`src/rtl/radix5_input_gather_pkg.sv`:
```
// Shared constants and types for the radix-5 input gather block.
// Optional feature macro used by the top: RADIX5_GATHER_ERR_EN.
package radix5_input_gather_pkg;

   localparam int RADIX5_NPT    = 5;
   localparam int RADIX5_DW     = 32;
   localparam int RADIX5_SLOT_W = 3;

   // One complex sample; the words are opaque and never combined arithmetically.
   typedef struct packed {
      logic [RADIX5_DW-1:0] re;
      logic [RADIX5_DW-1:0] img;
   } cplx_t;

   typedef logic [RADIX5_SLOT_W-1:0] slot_t;

endpackage

```
`src/rtl/radix5_frame_bank.sv`:
```
// One 5-slot register bank of complex samples plus its full flag.
// The top instantiates two of these as ping-pong frame buffers.
module radix5_frame_bank
   import radix5_input_gather_pkg::*;
(
   input  logic                                   clk,
   input  logic                                   rst,
   input  logic                                   we,
   input  logic [RADIX5_SLOT_W-1:0]               slot,
   input  logic [RADIX5_DW-1:0]                   wr_re,
   input  logic [RADIX5_DW-1:0]                   wr_img,
   input  logic                                   set_full,
   input  logic                                   clr_full,
   output logic                                   full,
   output logic [RADIX5_NPT-1:0][RADIX5_DW-1:0]   rd_re,
   output logic [RADIX5_NPT-1:0][RADIX5_DW-1:0]   rd_img
);

   cplx_t [RADIX5_NPT-1:0] slots_q, slots_d;
   logic                   full_q, full_d;

   // Next-state: write the addressed slot, then update the full flag.
   always_comb begin
      // NOTE: every variable gets a default first so no path leaves it unassigned and no latch is inferred.
      slots_d = slots_q;
      full_d  = full_q;
      for (int i = 0; i < RADIX5_NPT; i++) begin
         if (we && slot == slot_t'(i)) begin
            slots_d[i].re  = wr_re;
            slots_d[i].img = wr_img;
         end
      end
      // Set and clear never target the same bank in one cycle; set wins if they ever did.
      if (clr_full) full_d = 1'b0;
      if (set_full) full_d = 1'b1;
   end

   // Bank registers with synchronous reset.
   always_ff @(posedge clk) begin
      // NOTE: state is updated with non-blocking assignments so all flops see pre-edge values.
      if (rst) begin
         // NOTE: the sample words are reset too, because the a..e outputs must read zero after reset.
         slots_q <= '0;
         full_q  <= 1'b0;
      end else begin
         slots_q <= slots_d;
         full_q  <= full_d;
      end
   end

   // Expose the stored slots as flat per-slot words.
   always_comb begin
      for (int i = 0; i < RADIX5_NPT; i++) begin
         rd_re[i]  = slots_q[i].re;
         rd_img[i] = slots_q[i].img;
      end
   end

   assign full = full_q;

endmodule

```
`src/rtl/radix5_input_gather.sv`:
```
// Radix-5 input gather: collects a serial complex stream into 5-sample
// frames in two ping-pong banks and presents each frame in parallel.
// Optional sticky framing-error output enabled by RADIX5_GATHER_ERR_EN.
module radix5_input_gather
   import radix5_input_gather_pkg::*;
#(
   parameter int DW  = RADIX5_DW,
   parameter int NPT = RADIX5_NPT
)(
   input  logic          clk,
   input  logic          rst,
   input  logic          in_valid,
   output logic          in_ready,
   input  logic          in_sof,
   input  logic [DW-1:0] in_re,
   input  logic [DW-1:0] in_img,
   output logic          out_valid,
   input  logic          out_ready,
   output logic [DW-1:0] a_re,
   output logic [DW-1:0] a_img,
   output logic [DW-1:0] b_re,
   output logic [DW-1:0] b_img,
   output logic [DW-1:0] c_re,
   output logic [DW-1:0] c_img,
   output logic [DW-1:0] d_re,
   output logic [DW-1:0] d_img,
   output logic [DW-1:0] e_re,
   output logic [DW-1:0] e_img
`ifdef RADIX5_GATHER_ERR_EN
   ,
   output logic          frame_err
`endif
);

   localparam slot_t LAST_SLOT = slot_t'(NPT - 1);

   slot_t                  wcnt_q, wcnt_d;
   logic                   wb_q, wb_d;
   logic                   rb_q, rb_d;
   logic [1:0]             full;
   logic                   accept;
   logic                   drain;
   slot_t                  slot;
   logic [1:0]             we, set_full, clr_full;
   logic [NPT-1:0][DW-1:0] rd_re  [2];
   logic [NPT-1:0][DW-1:0] rd_img [2];

   // Ready depends on registered state only, so a drain frees space one cycle later.
   assign in_ready  = !full[wb_q];
   assign out_valid = full[rb_q];

   // Write-side and read-side control: slot selection, bank flips, full set/clear.
   always_comb begin
      accept   = in_valid && in_ready;
      drain    = out_valid && out_ready;
      slot     = in_sof ? '0 : wcnt_q;
      wcnt_d   = wcnt_q;
      wb_d     = wb_q;
      rb_d     = rb_q;
      we       = '0;
      set_full = '0;
      clr_full = '0;
      if (accept) begin
         we[wb_q] = 1'b1;
         if (slot == LAST_SLOT) begin
            set_full[wb_q] = 1'b1;
            wb_d           = !wb_q;
            wcnt_d         = '0;
         end else begin
            wcnt_d = slot + 1'b1;
         end
      end
      // A drain always hits the read bank, which cannot be the bank being written.
      if (drain) begin
         clr_full[rb_q] = 1'b1;
         rb_d           = !rb_q;
      end
   end

   // Control registers.
   always_ff @(posedge clk) begin
      if (rst) begin
         wcnt_q <= '0;
         wb_q   <= 1'b0;
         rb_q   <= 1'b0;
      end else begin
         wcnt_q <= wcnt_d;
         wb_q   <= wb_d;
         rb_q   <= rb_d;
      end
   end

   for (genvar g = 0; g < 2; g++) begin : g_bank
      radix5_frame_bank u_bank (
         .clk      (clk),
         .rst      (rst),
         .we       (we[g]),
         .slot     (slot),
         .wr_re    (in_re),
         .wr_img   (in_img),
         .set_full (set_full[g]),
         .clr_full (clr_full[g]),
         .full     (full[g]),
         .rd_re    (rd_re[g]),
         .rd_img   (rd_img[g])
      );
   end

   // Outputs come straight from the read bank; they hold after a drain and are stale while out_valid is low.
   assign a_re  = rd_re[rb_q][0];
   assign a_img = rd_img[rb_q][0];
   assign b_re  = rd_re[rb_q][1];
   assign b_img = rd_img[rb_q][1];
   assign c_re  = rd_re[rb_q][2];
   assign c_img = rd_img[rb_q][2];
   assign d_re  = rd_re[rb_q][3];
   assign d_img = rd_img[rb_q][3];
   assign e_re  = rd_re[rb_q][4];
   assign e_img = rd_img[rb_q][4];

`ifdef RADIX5_GATHER_ERR_EN
   logic err_q, err_d;

   // Error when sof disagrees with the slot counter: sof mid-frame, or a frame starting without sof.
   always_comb begin
      err_d = err_q | (accept && (in_sof == (wcnt_q != '0)));
   end

   // Sticky error flag, cleared only by reset.
   always_ff @(posedge clk) begin
      if (rst) err_q <= 1'b0;
      else     err_q <= err_d;
   end

   assign frame_err = err_q;
`endif

endmodule

```
`config.mk`:
```
export PLATFORM = sky130hd
export DESIGN_NAME = radix5_input_gather
export DESIGN_NICKNAME = d
export VERILOG_FILES = /design/src/rtl/radix5_input_gather_pkg.sv /design/src/rtl/radix5_frame_bank.sv /design/src/rtl/radix5_input_gather.sv
export SDC_FILE = /design/constraint.sdc
export NUM_CORES = 1
export LEC_CHECK = 0
export CAP_MARGIN = 40
export CORE_ASPECT_RATIO = 0.7
export CORE_MARGIN = 2
export CORE_UTILIZATION = 45
export CTS_CLUSTER_DIAMETER = 100
export DETAILED_ROUTE_END_ITERATION = 6
export PLACE_DENSITY = 0.7
export SLEW_MARGIN = 5
export SYNTH_ARGS = -nofsm -noshare
export SYNTH_HDL_FRONTEND = slang
export SYNTH_SLANG_ARGS = --single-unit
```
`constraint.sdc`:
```
create_clock -name clk -period 2.5 [get_ports clk]
set_input_delay 0.5 -clock clk [delete_from_list [all_inputs] [get_ports clk]]
set_output_delay 0.5 -clock clk [all_outputs]
set_load 0.05 [all_outputs]
```
==> metrics.txt, run 1 <==
# TYPE chip_impl_metric gauge
chip_impl_metric{name="ff_latch_area",unit="sq mm"} 0.0130
chip_impl_metric{name="synth_cells",unit=""} 3451
chip_impl_metric{name="first_global_vias",unit=""} 26100
chip_impl_info{name="cell_types_with_the_largest_area_share_after_synthesis",value="sky130_fd_sc_hd__dfxtp_1 43%, sky130_fd_sc_hd__mux2_2 12%, sky130_fd_sc_hd__a21oi_1 11%"} 1
chip_impl_metric{name="power_density",unit="mW/mm^2"} 611
chip_impl_metric{name="min_path_cells",unit=""} 2
chip_impl_metric{name="fin_tns_setup",unit="ns"} -0.873
chip_impl_metric{name="finalMaxSlewViolations",unit=""} 0
chip_impl_metric{name="post-layout-total-power",unit="mW"} 23.2
chip_impl_info{name="critical-path-slowest-cell",value="sky130_fd_sc_hd__mux2_2"} 1
chip_impl_metric{name="grt.met1_usage",unit="%"} 44.5
chip_impl_metric{name="worst_r2r_path_depth",unit=""} 4
chip_impl_info{name="most-common-layout-cells",value="646 x sky130_fd_sc_hd__a21oi_1, 646 x sky130_fd_sc_hd__dfxtp_1, 384 x sky130_fd_sc_hd__nand4_1"} 1
chip_impl_metric{name="antenna_violations_before_repair",unit=""} 4
chip_impl_info{name="min-delay-path-class",value="input port to flip-flop"} 1
chip_impl_metric{name="postSynthNetCount",unit=""} 3525
chip_impl_metric{name="total_area_of_multi_input_combinational_cells",unit="sq mm"} 0.0152
chip_impl_metric{name="cts_inserted_buffers",unit=""} 66
chip_impl_metric{name="detail_route.first_pass.iterations",unit=""} 6
chip_impl_info{name="regToRegEndpoint",value="g_bank[1].u_bank.rd_img[23]"} 1
chip_impl_info{name="timing.critical_path.max_delay_family",value="buffers and inverters"} 1
chip_impl_metric{name="drive_above_1_share",unit="%"} 26.4
chip_impl_metric{name="power.ir.vdd_worst",unit="uV"} 416
chip_impl_metric{name="static-leakage-power",unit="nW"} 13.2
chip_impl_metric{name="fin_crit",unit="ns"} 2.56
chip_impl_info{name="peak_usage_layer_in_the_global_routing_report",value="met1"} 1
chip_impl_metric{name="worst_slew_pin_slew",unit="ns"} 0.795
chip_impl_info{name="cp-start-kind",value="flip-flop"} 1
chip_impl_metric{name="clk_pin_slew",unit="ns"} 0.06
chip_impl_metric{name="postLayoutSetupSlackWorst",unit="ns"} -0.0612
chip_impl_metric{name="final.period_utilization",unit="%"} 102
chip_impl_metric{name="synth.cell_area",unit="sq mm"} 0.0299
chip_impl_info{name="critPathKind",value="flip-flop to output port"} 1
chip_impl_info{name="crit_path_cell_trace",value="buf_12 -> bufbuf_16 -> mux2_2 -> buf_4"} 1
chip_impl_metric{name="gr-usage-met3",unit="%"} 8.04
chip_impl_metric{name="placed_cells",unit=""} 4368
chip_impl_metric{name="rows",unit=""} 79
chip_impl_metric{name="max-slew-margin-rel",unit="%"} 46.8
chip_impl_metric{name="filler_cell_count",unit=""} 5733
chip_impl_metric{name="die_span_in_y",unit="um"} 220
chip_impl_metric{name="die_x",unit="um"} 312
chip_impl_metric{name="layout.nets",unit=""} 3647
chip_impl_metric{name="ys_seq_area_share",unit="%"} 43.3
chip_impl_info{name="synth_top_cell_by_area",value="sky130_fd_sc_hd__dfxtp_1"} 1
chip_impl_metric{name="clkLatencyLatePin",unit="ns"} 0.61
chip_impl_metric{name="cp.arrival",unit="ns"} 2.06
chip_impl_metric{name="num_vias",unit=""} 28800
chip_impl_metric{name="yosys_warnings",unit=""} 0
chip_impl_info{name="cts-root-buf",value="sky130_fd_sc_hd__clkbuf_16"} 1
chip_impl_metric{name="setup_violations",unit=""} 52
chip_impl_metric{name="grt_start_max_net_pins",unit=""} 113
chip_impl_info{name="outcome",value="finished with violations"} 1
chip_impl_info{name="rsz_0062_raised_after_global_routing",value="true"} 1
chip_impl_metric{name="crit_path_max_fanout",unit=""} 16
chip_impl_metric{name="synthDominantCellAreaShare",unit="%"} 43.3
chip_impl_metric{name="layout-area-overhead-vs-synth",unit="%"} 26.7
chip_impl_metric{name="dieArea",unit="sq mm"} 0.0686
chip_impl_metric{name="syn-mean-instance-area",unit="sq um"} 8.67
chip_impl_metric{name="crit_required",unit="ns"} 2.00
chip_impl_metric{name="floorplan.initialDensity",unit="%"} 45.3
chip_impl_metric{name="route.detailed.vias_per_inst",unit=""} 6.38
chip_impl_metric{name="avgRoutedWirePerCell",unit="um"} 24.3
chip_impl_metric{name="yosys_register_bits",unit=""} 647
chip_impl_metric{name="pin_count",unit=""} 391
chip_impl_metric{name="critical-path-max-stage-delay",unit="ns"} 0.39
chip_impl_info{name="whs_endpoint",value="g_bank[1].u_bank.rd_img[0]"} 1
chip_impl_info{name="regToRegStartpoint",value="wb_q"} 1
chip_impl_metric{name="ctsHtreeMaxLevel",unit=""} 3
chip_impl_metric{name="r2r_slack",unit="ns"} 0.48
chip_impl_metric{name="number_of_clock_sinks",unit=""} 647
chip_impl_metric{name="globalRoute.totalOverflow",unit=""} 0
chip_impl_metric{name="timing.hold.ws",unit="ns"} 0.251
chip_impl_info{name="violations",value="negative setup slack"} 1
chip_impl_metric{name="post-dp-hpwl",unit="mm"} 64.7
chip_impl_metric{name="synth.lib_cells_used.distinct",unit=""} 31
chip_impl_metric{name="cp.buffers_inverters",unit=""} 3
chip_impl_metric{name="route.detailed.drc",unit=""} 0
chip_impl_metric{name="max_freq",unit="GHz"} 0.390
chip_impl_metric{name="max_cap_violations",unit=""} 0
chip_impl_metric{name="final_cells",unit=""} 4510
chip_impl_metric{name="grt.total_usage",unit="%"} 29.6
chip_impl_info{name="timing.critical_path.to_type",value="output port"} 1
chip_impl_metric{name="numPortBuffers",unit=""} 390
chip_impl_info{name="cts_tree",value="built"} 1
chip_impl_info{name="min-delay-start",value="rst"} 1
chip_impl_metric{name="placeableCoreArea",unit="sq mm"} 0.0661
chip_impl_metric{name="finalWirelength",unit="mm"} 110
chip_impl_metric{name="met2_track_demand_over_resource_in_global_routing",unit="%"} 40.5
chip_impl_metric{name="report.final.hold_viol_count",unit=""} 0
chip_impl_metric{name="finClkSkew",unit="ns"} 0.00922
chip_impl_metric{name="grt_first_pass_wirelength",unit="mm"} 161
chip_impl_metric{name="final_antenna_net_count",unit=""} 0
chip_impl_metric{name="clock_tree.buffer_depth",unit=""} 3
chip_impl_metric{name="gp_congestion",unit=""} 0.810
chip_impl_metric{name="detailedRoute.firstIterationViolations",unit=""} 3877
[repair_timing]
action / CTS / global route
gates cloned: 7 / 15
setup endpoints to repair: 271 / 248
resized for setup: 22 / 249
buffers inserted: 6 / 0
hold buffers: 0 / 0
endpoints found under the hold margin: 0 / 0
[metrics by stage]
| step | util (%) | setup slack (ns) | instance area, sq um |
|---|---|---|---|
| floorplan | - | 0.372 | 29900 |
| global placement | 51.7 | 0.0616 | 34200 |
| detailed placement | 51.7 | -0.0280 | 34200 |
| CTS | 55.4 | -0.105 | 36700 |
| global route | 57.3 | -0.0934 | 37900 |
| finish | 57.4 | -0.0612 | 37900 |
[flip-flops by register name, indices dropped and copies added (netlist names)]
signal / count
rb_q: 1
g_bank.u_bank.rd_re: 320
g_bank.u_bank.rd_img: 320
wb_q: 1
g_bank.u_bank.full: 2
wcnt_q: 3
[power by group]
part | switching [mW] | internal [mW] | total, mW | leakage (nW)
registers | 0.0716 | 10.4 | 10.5 | 5.23
clock network | 4.21 | 5.80 | 10.0 | 1.05
logic | 1.85 | 0.805 | 2.65 | 6.95
total | 6.13 | 17.1 | 23.2 | 13.2
[worst max path at each step]
| stage | from | end | slack, ns | cells past startpoint |
|---|---|---|---|---|
| floorplan | in_sof | g_bank[1].u_bank.rd_img[100] | 0.37 | 10 |
| global placement | in_sof | g_bank[0].u_bank.rd_re[120] | 0.06 | 9 |
| detailed placement | in_sof | g_bank[1].u_bank.rd_img[17] | -0.03 | 7 |
| CTS | rb_q | b_img[7] | -0.10 | 5 |
| global route | rb_q | b_re[23] | -0.09 | 4 |
| finish | rb_q | b_re[23] | -0.06 | 4 |
[layer usage]
| layer | up-vias | wire [um] | part of all wire [%] |
|---|---|---|---|
| met5 | - | 13 | 0.012 |
| met4 | 2 | 3000 | 2.7 |
| met3 | 168 | 11700 | 11 |
| met2 | 1535 | 45200 | 41 |
| met1 | 14000 | 49800 | 45 |
| li1 | 13100 | - | - |
[cells in the mapped netlist]
| cell type | instances |
|---|---|
| sky130_fd_sc_hd__a2111oi_0 | 2 |
| sky130_fd_sc_hd__a21bo_2 | 1 |
| sky130_fd_sc_hd__a21oi_1 | 646 |
| sky130_fd_sc_hd__a22oi_1 | 2 |
| sky130_fd_sc_hd__and2_1 | 4 |
| sky130_fd_sc_hd__and4b_1 | 2 |
| sky130_fd_sc_hd__buf_1 | 46 |
| sky130_fd_sc_hd__buf_2 | 120 |
| sky130_fd_sc_hd__buf_4 | 2 |
| sky130_fd_sc_hd__buf_6 | 15 |
| sky130_fd_sc_hd__clkbuf_1 | 331 |
| sky130_fd_sc_hd__dfxtp_1 | 647 |
| sky130_fd_sc_hd__ha_1 | 5 |
| sky130_fd_sc_hd__inv_1 | 2 |
| sky130_fd_sc_hd__inv_2 | 1 |
| sky130_fd_sc_hd__mux2_2 | 321 |
| sky130_fd_sc_hd__mux2i_1 | 1 |
| sky130_fd_sc_hd__nand2_1 | 262 |
| sky130_fd_sc_hd__nand2b_1 | 3 |
| sky130_fd_sc_hd__nand2b_2 | 1 |
| sky130_fd_sc_hd__nand3_1 | 129 |
| sky130_fd_sc_hd__nand4_1 | 384 |
| sky130_fd_sc_hd__nand4b_1 | 2 |
| sky130_fd_sc_hd__nand4bb_1 | 1 |
| sky130_fd_sc_hd__nor2_1 | 3 |
| sky130_fd_sc_hd__nor2b_1 | 3 |
| sky130_fd_sc_hd__nor4bb_1 | 1 |
| sky130_fd_sc_hd__o21ai_0 | 129 |
| sky130_fd_sc_hd__o31ai_1 | 364 |
| sky130_fd_sc_hd__o31ai_2 | 20 |
| sky130_fd_sc_hd__or2_1 | 1 |
[layout make-up]
| cell class | instances | share of cell area (%) |
|---|---|---|
| multi-input combinational | 2287 | 40.0 |
| clock buffer | 102 | 5.36 |
| timing repair buffer | 568 | 17.1 |
| tap | 891 | 2.94 |
| clock inverter | 10 | 0.290 |
| sequential | 647 | 34.2 |
| antenna | 2 | 0.0132 |
| inverter | 3 | 0.0495 |
[logic make-up (layout without fill, tap and decap cells)]
kind of cell             count (synthesis)  after routing  share of synthesized area, %
AO/OA/AOI/OAI                         1164           1164                          23.1
adder cells (fa/ha/maj)                  5              5                         0.209
buffers and inverters                  517            683                          7.39
flip-flops                             647            647                          43.3
multiplexers                           322            322                          12.1
other                                    0              2                             0
AND/OR/NAND/NOR                        796            796                          14.0
(Power assumes the default switching activity.)
==> inputs of run 2 (changes only) <==
CAP_MARGIN = unset   (was 40)
CELL_PAD_IN_SITES_DETAIL_PLACEMENT = 1   (was unset)
CELL_PAD_IN_SITES_GLOBAL_PLACEMENT = 2   (was unset)
CORE_UTILIZATION = 34   (was 45)
PLACE_DENSITY = 0.84   (was 0.7)
==> run 2 against run 1 <==
Net effect: the run still ends with negative setup slack left; first-iteration DRC count shrank 29%; global-route usage shrank 4.3 points; critical path depth grew 2; register-to-register slack gained 0.08 ns; critical path type unchanged; critical endpoint is now a_img[9]; largest power group is now the clock network.
==> metrics.txt, run 2 (synthesis results as in run 1) <==
# TYPE chip_impl_metric gauge
chip_impl_metric{name="globalRoute.totalOverflow",unit=""} 0
chip_impl_metric{name="layout-area-overhead-vs-synth",unit="%"} 36.2
chip_impl_metric{name="final_antenna_net_count",unit=""} 0
chip_impl_metric{name="setup_violations",unit=""} 209
chip_impl_metric{name="route.detailed.vias_per_inst",unit=""} 5.97
chip_impl_metric{name="die_x",unit="um"} 359
chip_impl_metric{name="fin_tns_setup",unit="ns"} -13.75
chip_impl_info{name="min-delay-start",value="rst"} 1
chip_impl_info{name="timing.critical_path.max_delay_family",value="buffers and inverters"} 1
chip_impl_metric{name="route.detailed.drc",unit=""} 0
chip_impl_metric{name="post-dp-hpwl",unit="mm"} 69.7
chip_impl_metric{name="pin_count",unit=""} 391
chip_impl_info{name="outcome",value="finished with violations"} 1
chip_impl_info{name="cp-start-kind",value="flip-flop"} 1
chip_impl_info{name="most_frequent_standard_cell_in_the_layout_excluding_fill_and_tap_cells",value="sky130_fd_sc_hd__a21oi_1"} 1
chip_impl_metric{name="worst_r2r_path_depth",unit=""} 8
chip_impl_metric{name="grt_first_pass_wirelength",unit="mm"} 182
chip_impl_metric{name="floorplan.initialDensity",unit="%"} 34.1
chip_impl_metric{name="num_vias",unit=""} 28900
chip_impl_info{name="whs_endpoint",value="g_bank[1].u_bank.rd_re[61]"} 1
chip_impl_metric{name="r2r_slack",unit="ns"} 0.56
chip_impl_metric{name="rows",unit=""} 91
chip_impl_info{name="rsz_0062_raised_after_global_routing",value="true"} 1
chip_impl_metric{name="worst_slew_pin_slew",unit="ns"} 0.647
chip_impl_metric{name="finalMaxSlewViolations",unit=""} 0
chip_impl_metric{name="first_global_vias",unit=""} 29100
chip_impl_metric{name="crit_path_max_fanout",unit=""} 7
chip_impl_info{name="path_common_cell",value="sky130_fd_sc_hd__buf_16"} 1
chip_impl_metric{name="dieArea",unit="sq mm"} 0.0905
chip_impl_info{name="cts_tree",value="built"} 1
chip_impl_info{name="most-common-layout-cells",value="646 x sky130_fd_sc_hd__a21oi_1, 645 x sky130_fd_sc_hd__dfxtp_1, 384 x sky130_fd_sc_hd__nand4_1"} 1
chip_impl_metric{name="max_freq",unit="GHz"} 0.378
chip_impl_metric{name="crit_required",unit="ns"} 2.00
chip_impl_info{name="min-delay-path-class",value="input port to flip-flop"} 1
chip_impl_info{name="critical-path-slowest-cell",value="sky130_fd_sc_hd__dfxtp_4"} 1
chip_impl_metric{name="placeableCoreArea",unit="sq mm"} 0.0877
chip_impl_metric{name="report.final.hold_viol_count",unit=""} 0
chip_impl_metric{name="fin_crit",unit="ns"} 2.64
chip_impl_metric{name="clock_tree.buffer_depth",unit=""} 3
chip_impl_info{name="violations",value="negative setup slack"} 1
chip_impl_metric{name="avgRoutedWirePerCell",unit="um"} 25.5
chip_impl_metric{name="postLayoutCoreUtil",unit="%"} 46.5
chip_impl_metric{name="clk_pin_slew",unit="ns"} 0.06
chip_impl_metric{name="number_of_clock_sinks",unit=""} 647
chip_impl_metric{name="ctsHtreeMaxLevel",unit=""} 3
chip_impl_metric{name="detail_route.first_pass.iterations",unit=""} 7
chip_impl_metric{name="max_cap_violations",unit=""} 0
chip_impl_metric{name="power.ir.vdd_worst",unit="uV"} 457
chip_impl_metric{name="layout.nets",unit=""} 3698
chip_impl_metric{name="placement.setup.worst_slack",unit="ns"} -0.183
chip_impl_info{name="crit_path_cell_trace",value="buf_8 -> buf_16 -> buf_16 -> clkbuf_16 -> mux2_2 -> buf_6"} 1
chip_impl_metric{name="grt.total_usage",unit="%"} 25.4
chip_impl_metric{name="cp.arrival",unit="ns"} 2.14
chip_impl_metric{name="drive_above_1_share",unit="%"} 27.7
chip_impl_metric{name="die_span_in_y",unit="um"} 252
chip_impl_info{name="regToRegEndpoint",value="g_bank[0].u_bank.rd_img[126]"} 1
chip_impl_metric{name="finalWirelength",unit="mm"} 123
chip_impl_metric{name="timing.hold.ws",unit="ns"} 0.253
chip_impl_metric{name="min_path_cells",unit=""} 2
chip_impl_metric{name="postLayoutSetupSlackWorst",unit="ns"} -0.143
chip_impl_info{name="regToRegStartpoint",value="wcnt_q[1]"} 1
chip_impl_metric{name="cts_inserted_buffers",unit=""} 69
chip_impl_metric{name="detailedRoute.firstIterationViolations",unit=""} 2735
chip_impl_metric{name="max-slew-margin-rel",unit="%"} 56.7
chip_impl_metric{name="grt_start_max_net_pins",unit=""} 111
chip_impl_metric{name="antenna_cells_inserted",unit=""} 0
chip_impl_metric{name="finClkSkew",unit="ns"} 0.0334
chip_impl_info{name="critPathKind",value="flip-flop to output port"} 1
chip_impl_metric{name="numPortBuffers",unit=""} 390
chip_impl_metric{name="gp_congestion",unit=""} 0.770
chip_impl_metric{name="static-leakage-power",unit="nW"} 14.1
chip_impl_metric{name="antenna_violations_before_repair",unit=""} 1
chip_impl_metric{name="critical-path-max-stage-delay",unit="ns"} 0.40
chip_impl_info{name="cts-root-buf",value="sky130_fd_sc_hd__clkbuf_16"} 1
chip_impl_metric{name="final.period_utilization",unit="%"} 106
chip_impl_info{name="timing.critical_path.to_type",value="output port"} 1
chip_impl_metric{name="cp.buffers_inverters",unit=""} 5
chip_impl_metric{name="filler_cell_count",unit=""} 9647
chip_impl_metric{name="clkLatencyLatePin",unit="ns"} 0.62
chip_impl_metric{name="power_density",unit="mW/mm^2"} 593
run 2: changes by cell type in the layout (fill, tap and decap cells not counted), moves of 15 or more:
| cell | change |
|---|---|
| sky130_fd_sc_hd__mux2_4 | +164 |
| sky130_fd_sc_hd__mux2_2 | -164 |
| sky130_fd_sc_hd__buf_8 | +112 |
| sky130_fd_sc_hd__buf_12 | +15 |
| sky130_fd_sc_hd__buf_6 | +52 |
| sky130_fd_sc_hd__buf_4 | -147 |
run 2: through the flow:
stage,instances,cell area (sq um),power (mW)
final,4837,40800,24.2
after global routing,4837,40800,24.9
after CTS,4807,38500,24.2
after detailed placement,4651,34700,13.2
after global placement,4651,34700,13.2
after floorplan,3451,29900,12.3
run 2: cell type report:
class                   count  area, sq um  share of cell area, %
multi-input cells        2287        15800                   38.8
clock buffers             100         2010                   4.94
flip-flops and latches    647        13000                   31.8
clock inverters            22          315                  0.773
inverters                   3         18.8                 0.0460
well taps                1162         1450                   3.57
repair buffers            616         8210                   20.1
run 2: worst max path at each step:
stage	startpoint	endpoint	depth (start not counted)
CTS	rb_q	b_img[21]	5
global route	rb_q	d_img[20]	7
global placement	in_sof	g_bank[0].u_bank.rd_img[114]	9
finish	rb_q	a_img[9]	6
detailed placement	in_sof	g_bank[0].u_bank.rd_img[126]	9
floorplan	in_sof	g_bank[1].u_bank.rd_img[100]	10
run 2: where the power goes:
part | internal (mW) | switching, mW | total [mW]
Sequential | 10.4 | 0.0777 | 10.5
Combinational | 0.901 | 1.85 | 2.75
Clock | 6.34 | 4.56 | 10.9
run 2: layer usage:
| metal | global-route usage (%) | vias to the layer above | wire length [um] |
|---|---|---|---|
| met4 | 6.29 | 2 | 2520 |
| met2 | 39.2 | 859 | 56300 |
| met5 | 0 | - | 8 |
| li1 | - | 13200 | - |
| met1 | 36.9 | 14700 | 57600 |
| met3 | 3.47 | 149 | 6850 |
run 2: timing repair:
item,in CTS,in global routing
hold endpoints to repair,0,0
hold buffers,0,0
setup endpoints to repair,316,312
setup buffers,19,20
gates cloned,15,22
resized for setup,229,541
